File: src/rtl/uart_rx_frame_cnt.sv
// Oversample edge / bit counter for the UART receiver: sample strobes, bit-done and frame-done pulses.
// Latency: all outputs registered, valid one cycle after the i_tick they respond to; no backpressure, i_en_cnt low clears next cycle.
// Optional sticky overrun flag when RX_CNT_OVERRUN_EN is defined.
module uart_rx_frame_cnt #(
    parameter int PRESCALE_W = 6,
    parameter int BIT_CNT_W  = 4
) (
    input  logic                  i_clk,
    input  logic                  i_rst,
    input  logic                  i_en_cnt,
    input  logic                  i_tick,
    input  logic [PRESCALE_W-1:0] i_prescale,
    input  logic [BIT_CNT_W-1:0]  i_frame_bits,
    output logic [PRESCALE_W-1:0] o_edge_cnt,
    output logic [BIT_CNT_W-1:0]  o_bit_cnt,
    output logic                  o_sample_stb,
    output logic [1:0]            o_sample_idx,
    output logic                  o_bit_done,
    output logic                  o_frame_done,
    output logic                  o_busy
`ifdef RX_CNT_OVERRUN_EN
    ,
    output logic                  o_overrun
`endif
);

    typedef enum logic [1:0] {IDLE, COUNT, DONE} state_t;
    state_t state;

    localparam logic [PRESCALE_W-1:0] PRESC_MIN = PRESCALE_W'(4);
    localparam logic [BIT_CNT_W-1:0]  FB_MIN    = BIT_CNT_W'(2);

    // Limits captured at frame start; only the derived values the compares need are kept.
    logic [PRESCALE_W-1:0] presc_m1_q;
    logic [PRESCALE_W-1:0] mid_q;
    logic [BIT_CNT_W-1:0]  fb_q;
    logic [BIT_CNT_W-1:0]  fb_m1_q;

    logic [PRESCALE_W-1:0] presc_lat;
    logic [BIT_CNT_W-1:0]  fb_lat;
    logic [PRESCALE_W-1:0] edge_nxt;
    logic                  edge_wrap;
    logic                  last_bit;

    always_comb begin
        presc_lat = (i_prescale < PRESC_MIN) ? PRESC_MIN : i_prescale;
        fb_lat    = (i_frame_bits < FB_MIN) ? FB_MIN : i_frame_bits;
        edge_nxt  = o_edge_cnt + PRESCALE_W'(1);
        edge_wrap = (o_edge_cnt == presc_m1_q);
        last_bit  = (o_bit_cnt == fb_m1_q);
    end

    always_ff @(posedge i_clk or negedge i_rst) begin
        if (!i_rst) begin
            state        <= IDLE;
            presc_m1_q   <= '0;
            mid_q        <= '0;
            fb_q         <= '0;
            fb_m1_q      <= '0;
            o_edge_cnt   <= '0;
            o_bit_cnt    <= '0;
            o_sample_stb <= 1'b0;
            o_sample_idx <= 2'd0;
            o_bit_done   <= 1'b0;
            o_frame_done <= 1'b0;
            o_busy       <= 1'b0;
`ifdef RX_CNT_OVERRUN_EN
            o_overrun    <= 1'b0;
`endif
        end else begin
            o_sample_stb <= 1'b0;
            o_bit_done   <= 1'b0;
            o_frame_done <= 1'b0;
            if (!i_en_cnt) begin
                state        <= IDLE;
                o_edge_cnt   <= '0;
                o_bit_cnt    <= '0;
                o_sample_idx <= 2'd0;
                o_busy       <= 1'b0;
`ifdef RX_CNT_OVERRUN_EN
                o_overrun    <= 1'b0;
`endif
            end else begin
                case (state)
                    IDLE: begin
                        presc_m1_q <= presc_lat - PRESCALE_W'(1);
                        mid_q      <= presc_lat >> 1;
                        fb_q       <= fb_lat;
                        fb_m1_q    <= fb_lat - BIT_CNT_W'(1);
                        o_busy     <= 1'b1;
                        state      <= COUNT;
                    end
                    COUNT: begin
                        if (i_tick) begin
                            if (edge_wrap) begin
                                o_edge_cnt <= '0;
                                o_bit_done <= 1'b1;
                                if (last_bit) begin
                                    o_bit_cnt    <= fb_q;
                                    o_frame_done <= 1'b1;
                                    o_busy       <= 1'b0;
                                    state        <= DONE;
                                end else begin
                                    o_bit_cnt <= o_bit_cnt + BIT_CNT_W'(1);
                                end
                            end else begin
                                o_edge_cnt <= edge_nxt;
                                // Wrap value 0 can never be a sample point since mid is at least 2.
                                if (edge_nxt == mid_q - PRESCALE_W'(1)) begin
                                    o_sample_stb <= 1'b1;
                                    o_sample_idx <= 2'd0;
                                end else if (edge_nxt == mid_q) begin
                                    o_sample_stb <= 1'b1;
                                    o_sample_idx <= 2'd1;
                                end else if (edge_nxt == mid_q + PRESCALE_W'(1)) begin
                                    o_sample_stb <= 1'b1;
                                    o_sample_idx <= 2'd2;
                                end
                            end
                        end
                    end
                    DONE: begin
`ifdef RX_CNT_OVERRUN_EN
                        if (i_tick) o_overrun <= 1'b1;
`endif
                    end
                    default: state <= IDLE;
                endcase
            end
        end
    end

endmodule

File: config.mk
export PLATFORM = sky130hd
export DESIGN_NAME = uart_rx_frame_cnt
export DESIGN_NICKNAME = d
export VERILOG_FILES = /design/src/rtl/uart_rx_frame_cnt.sv
export SDC_FILE = /design/constraint.sdc
export NUM_CORES = 1
export LEC_CHECK = 0
export CAP_MARGIN = 20
export CORE_MARGIN = 3
export CORE_UTILIZATION = 55
export DETAILED_ROUTE_END_ITERATION = 16
export GPL_ROUTABILITY_DRIVEN = 0
export PLACE_DENSITY = 0.8
export SLEW_MARGIN = 40
export SYNTH_ARGS = -nofsm -noshare
export SYNTH_HDL_FRONTEND = slang
export SYNTH_SLANG_ARGS = --single-unit
File: constraint.sdc
create_clock -name i_clk -period 2.4 [get_ports i_clk]
set_input_delay 0.36 -clock i_clk [delete_from_list [all_inputs] [get_ports i_clk]]
set_output_delay 0.36 -clock i_clk [all_outputs]
set_load 0.05 [all_outputs]
Word level (Yosys, flattened, before mapping)

Index checks and enable logic that the tools add are counted.

Mux-type cells: 44
Reductions and logical operators: 7
Equal/unequal tests: 17
$lt $le $gt $ge: 2
Add/subtract/negate cells: 6

Operators with widths:

| kind                                                | number |
|---|---|
| 2-to-1 mux 6 bit                                    | 5 |
| 2-to-1 mux 4 bit                                    | 6 |
| 2-to-1 mux 2 bit                                    | 11 |
| 2-to-1 mux 1 bit                                    | 20 |
| == test 6 bit                                       | 3 |
| AND reduction 4 bit                                 | 3 |
| != test 3 bit (second input constant)               | 3 |
| adder 5 x 1 -> 6 bit (second input constant)        | 1 |
| adder 6 x 1 -> 6 bit (second input constant)        | 1 |
| == test 6 x 5 -> 1 bit                              | 1 |
| < comparator 6 x 3 -> 1 bit (second input constant) | 1 |
| != test 2 x 1 -> 1 bit (second input constant)      | 3 |
| one-hot mux 2 bit (3 select lines)                  | 1 |
| subtractor 5 x 1 -> 6 bit (second input constant)   | 1 |
| subtractor 6 x 1 -> 6 bit (second input constant)   | 1 |
| adder 4 x 1 -> 4 bit (second input constant)        | 1 |
| == test 4 bit                                       | 1 |
| < comparator 4 x 2 -> 1 bit (second input constant) | 1 |
| != test 2 bit (second input constant)               | 2 |
| != test 4 x 1 -> 1 bit (second input constant)      | 1 |
| AND reduction 2 bit                                 | 2 |
| subtractor 4 x 1 -> 4 bit (second input constant)   | 1 |
| != test 3 x 1 -> 1 bit (second input constant)      | 1 |
| AND reduction 3 bit                                 | 1 |
| 4 further kinds                                     | 4 |

Bits of input ports: 14
Register bits: 37
Word-level logic and storage cells: 88
Output and inout port bits: 16

Logic depth before layout (Yosys ltp)

Word-level depth: 9
Mapped depth: 8
Mapped depth without buffers: 7

Worst setup path after synthesis

No wires, ideal clock.

Path kind: register to register
Start: reg o_edge_cnt[0]
End: reg o_sample_idx[1]
Buffers on the path: 0
Data required time: 2271 ps
Setup time: 129 ps
Setup slack: -119 ps
Stages on the path, launching flop included: 8
Clock period less this slack: 2519 ps
Arrival: 2389 ps
Cells stage by stage: dfrtp_1 > ha_1 > nand3_1 > xnor2_2 > or4b_1 > a31o_1 > a211oi_2 > nor4b_2

Longest elaborated chain between the ends: 8
Elaborated cells on any way between the ends: 14
Classes of those cells: add/sub (1); eq/ne (6); mux (6); reduce/logical (1)

RTL lines:

| item                   | line | RTL |
|---|---|---|
| start, declared        | 14   | `output logic [PRESCALE_W-1:0] o_edge_cnt,` |
| start signal, assigned | 107  | `o_edge_cnt <= edge_nxt;` |
| adder 6 x 1 -> 6 bit   | 48   | `edge_nxt = o_edge_cnt + PRESCALE_W'(1);` |
| == test 6 x 5 -> 1 bit | 112  | `end else if (edge_nxt == mid_q) begin` |
| 2-to-1 mux 2 bit       | 112  |  |
| 2-to-1 mux 2 bit       | 109  | `if (edge_nxt == mid_q - PRESCALE_W'(1)) begin` |
| 2-to-1 mux 2 bit       | 95   | `if (edge_wrap) begin` |
| 2-to-1 mux 2 bit       | 94   | `if (i_tick) begin` |
| 2-to-1 mux 2 bit       | 84   | `case (state)` |
| 2-to-1 mux 2 bit       | 74   | `if (!i_en_cnt) begin` |
| end signal, assigned   | 78   | `o_sample_idx <= 2'd0;` |
| end signal, assigned   | 111  | `o_sample_idx <= 2'd0;` |
| end signal, assigned   | 114  | `o_sample_idx <= 2'd1;` |
| end, declared          | 17   | `output logic [1:0] o_sample_idx,` |

Several ways; a longest one is shown, not always the timed one. The select of a mux whose other input is x is not followed.
A chain may end at the register's enable or synchronous reset.

Final worst setup path

Start: reg o_edge_cnt[1]
End: reg o_sample_idx[1]

The elaborated chain is that of the path after synthesis.

==> summary.txt <==
Run status
  • Outcome: completed

Route
  • # DRC: 0
  • Vias post-DR: 1848
  • Vias per cell: 5.63
  • Antenna viol nets, final: 0
  • Post-Route WL: 4990 um
  • WL/cell: 15.2 um
  • TritonRoute pass-1 iters: 5
  • DRT iter0 DRCs: 163

Layout
  • Layout cells sized above 1: 0.0857
  • Register Area: 928 um^2
  • Non-Filler Instances: 328
  • Commonest non-fill, non-tap cell in the layout: nand2_1
  • Area Growth Syn to Fin: 19.2%
  • Nets@finish: 299
  • Most frequent cells in the layout: nand2_1 (46), dfrtp_1 (35), clkdlybuf4s50_1 (29)
  • Diode count: 0
  • Filler instances: 292
  • Multi-input gate area: 0.00124 mm^2

Placement
  • Dpl hpwl: 3630 um
  • PortBufs: 29
  • Placed cells: 320

STA
  • Count of final hold-check violations: 0
  • Final Setup Violations: 0
  • Fin crit share: 0.955
  • Post-route minimum period: 2.29 ns
  • Final Max Tran Viols: 0
  • Worst Skew: 0.0134 ns
  • TNS Setup: 0 ns
  • Max-slew headroom: 0.653
  • Worst Max-Slew Pin Slew: 0.519 ns
  • Maximum clock rate: 436 MHz
  • RSZ-0062 raised after global routing: false

CTS
  • Clk Latency, worst-skew pair: 0.30 ns
  • CTS max path bufs: 2
  • Clk root buf: clkbuf_8
  • Number of CTS-inserted buffers: 5
  • Clk sinks: 37
  • Cts hold-fix bufs: 0
  • Buffer count from post-CTS setup fixing: 0
  • CTS clk-pin slew, worst paths: 0.08 ns
  • CTS tree: done
  • H-tree lvl count: 2
  • PostCTS Resize Cnt: 0

Critical path
  • Critical path peak fanout: 7
  • FF-to-FF End: o_sample_idx[1]
  • Data required, critical path: 2.58 ns
  • Reg2Reg Setup Slack: 0.11 ns
  • Crit-path max cell delay: 0.49 ns
  • Worst setup EP type: flop
  • Reg2reg start: o_edge_cnt[1]
  • Startpoint Class: flop
  • Slowest-stage cell, CP: or4b_1
  • Register-to-Register Path Depth: 7
  • WS Path Type: flop to flop
  • Worst EP arrival: 2.47 ns
  • Critical path cell sequence: ha_1, nand3_1, xnor2_2, or4b_1, a31o_1, a211oi_2, nor4b_2

Floorplan
  • Die area: 0.00494 mm^2
  • IO Pins: 30
  • Chip Width: 70.3 um
  • Core Region: 0.00383 mm^2
  • Die height: 70.3 um
  • Initial Util: 0.594
  • Row cnt: 22

Power and ir drop
  • Clock Power Share: 0.338
  • Sw Share: 0.305
  • P per Cell Area: 627 mW/mm^2
  • Comb pwr share: 0.223
  • Seq pwr share: 0.440
  • Leakage power: 1.22 nW
  • Int Power: 1.18 mW
  • Power, Total: 1.70 mW
  • Psw: 0.518 mW
  • Peak VDD IR: 483 uV

Synth
  • Syn_nets: 270
  • Synth unique cells: 46
  • Post-synthesis sequential area ratio: 0.407
  • EDFF count, synth: 0
  • Synth Area per Inst: 9.09 um^2
  • Cell Area, Synth: 0.00227 mm^2
  • Post-synthesis cell count: 250
  • Async set or reset register ratio after synthesis: 1.00
  • Synth Flop Type: dfrtp_1
  • Synth Warn #: 0
  • Flops & latches, synth: 37

Job
  • Number of max-cap violations: 0

Global route
  • Initial antenna violation count: 0
  • Vias in the first global route: 1731
  • GR Overflow Total: 0
  • Total GRT Usage: 0.213
  • Largest net degree at the start of global routing: 38
  • First-pass GRT wire length: 8300 um

Worst hold path
  • Worst min path class: input pin to asynchronous set/reset pin
logic make-up after synthesis:
family	synth area share
muxes	0.00441
and+or+nand+nor	0.227
xor gates and xnor gates	0.157
adders and majority gates	0.0330
AOI/OAI and AO/OA	0.126
buffers and inverters	0.0446
DFF	0.407
sequential cells by signal (all words and copies together) (netlist names):
name / count
fb_m1_q: 4
fb_q: 4
mid_q: 5
o_bit_cnt: 4
o_bit_done: 1
o_busy: 1
o_edge_cnt: 6
o_frame_done: 1
o_sample_idx: 2
o_sample_stb: 1
presc_m1_q: 6
state: 2
power by group through the flow:
stage | Clock (mW) | Combinational, mW | Sequential (mW)
after floorplan | 0 | 0.267 | 0.752
after global placement | 0 | 0.366 | 0.755
after detailed placement | 0 | 0.375 | 0.757
after CTS | 0.578 | 0.378 | 0.745
after global routing | 0.606 | 0.420 | 0.754
final | 0.574 | 0.378 | 0.747
worst max path at each step:
stage | start | end | slack (ns) | depth (start not counted)
6_report | o_edge_cnt[1] | o_sample_idx[1] | 0.11 | 7
4_1_cts | o_edge_cnt[1] | o_sample_idx[1] | 0.14 | 7
3_3_place_gp | o_edge_cnt[1] | o_sample_idx[1] | 0.22 | 7
3_5_place_dp | o_edge_cnt[1] | o_sample_idx[1] | 0.16 | 7
2_1_floorplan | o_edge_cnt[2] | o_sample_idx[1] | 0.06 | 7
5_1_grt | o_edge_cnt[1] | o_sample_idx[1] | 0.0008 | 7
synthesized netlist by cell type, types with 2 or more instances:
cell type / count / area (um^2)
nand3b_1: 2 / 15.0
nor4_1: 2 / 12.5
or2_2: 2 / 12.5
xnor2_1: 9 / 78.8
clkbuf_1: 7 / 26.3
a21o_1: 4 / 30.0
ha_1: 6 / 75.1
a21oi_1: 3 / 15.0
inv_1: 7 / 26.3
xnor2_2: 2 / 32.5
buf_2: 2 / 10.0
o22ai_1: 3 / 18.8
o311ai_0: 3 / 26.3
o31ai_1: 2 / 15.0
dfrtp_1: 37 / 926
nand4_1: 2 / 12.5
nand2_1: 46 / 173
nor3_1: 5 / 25.0
xor3_1: 2 / 47.6
a31oi_1: 3 / 18.8
xor2_1: 20 / 175
nor3b_1: 3 / 22.5
nor2_1: 28 / 105
nand3_1: 11 / 55.1
o21ai_0: 16 / 80.1
nand2b_1: 3 / 18.8
metal layers:
metal | wire (um) | global-route usage | vias to the layer above
li1 | - | - | 909
met1 | 2380 | 0.295 | 860
met2 | 2260 | 0.331 | 67
met3 | 253 | 0.0446 | 12
met4 | 99 | 0.0745 | 0
met5 | 0 | 0 | -
area by class of cell:
type,instances,share of cell area
Sequential cell,37,0.343
Tap cell,48,0.0222
Clock buffer,6,0.0305
Inverter,7,0.00970
Clock inverter,2,0.0139
Timing Repair Buffer,34,0.121
Multi-Input combinational cell,194,0.460
metrics by stage:
stage          setup slack, ns   util  hold slack (ns)  cell area (um^2)
4_1_cts                  0.138  0.708            0.493              2710
3_5_place_dp             0.165  0.676            0.475              2590
2_1_floorplan           0.0594      -           0.0644              2270
6_report                 0.108  0.708            0.478              2710
5_1_grt               0.000772  0.708            0.516              2710
3_3_place_gp             0.216  0.676            0.465              2590
critical path: cells and delay by family (launching register included):
kind                     cells  cell delay, ns
flip-flops                   1            0.43
adder cells (fa/ha/maj)      1            0.27
AND/OR/NAND/NOR              3            0.76
XOR/XNOR                     1            0.24
AO/OA/AOI/OAI                2            0.49
No activity file was read; power rests on OpenSTA's default activity.
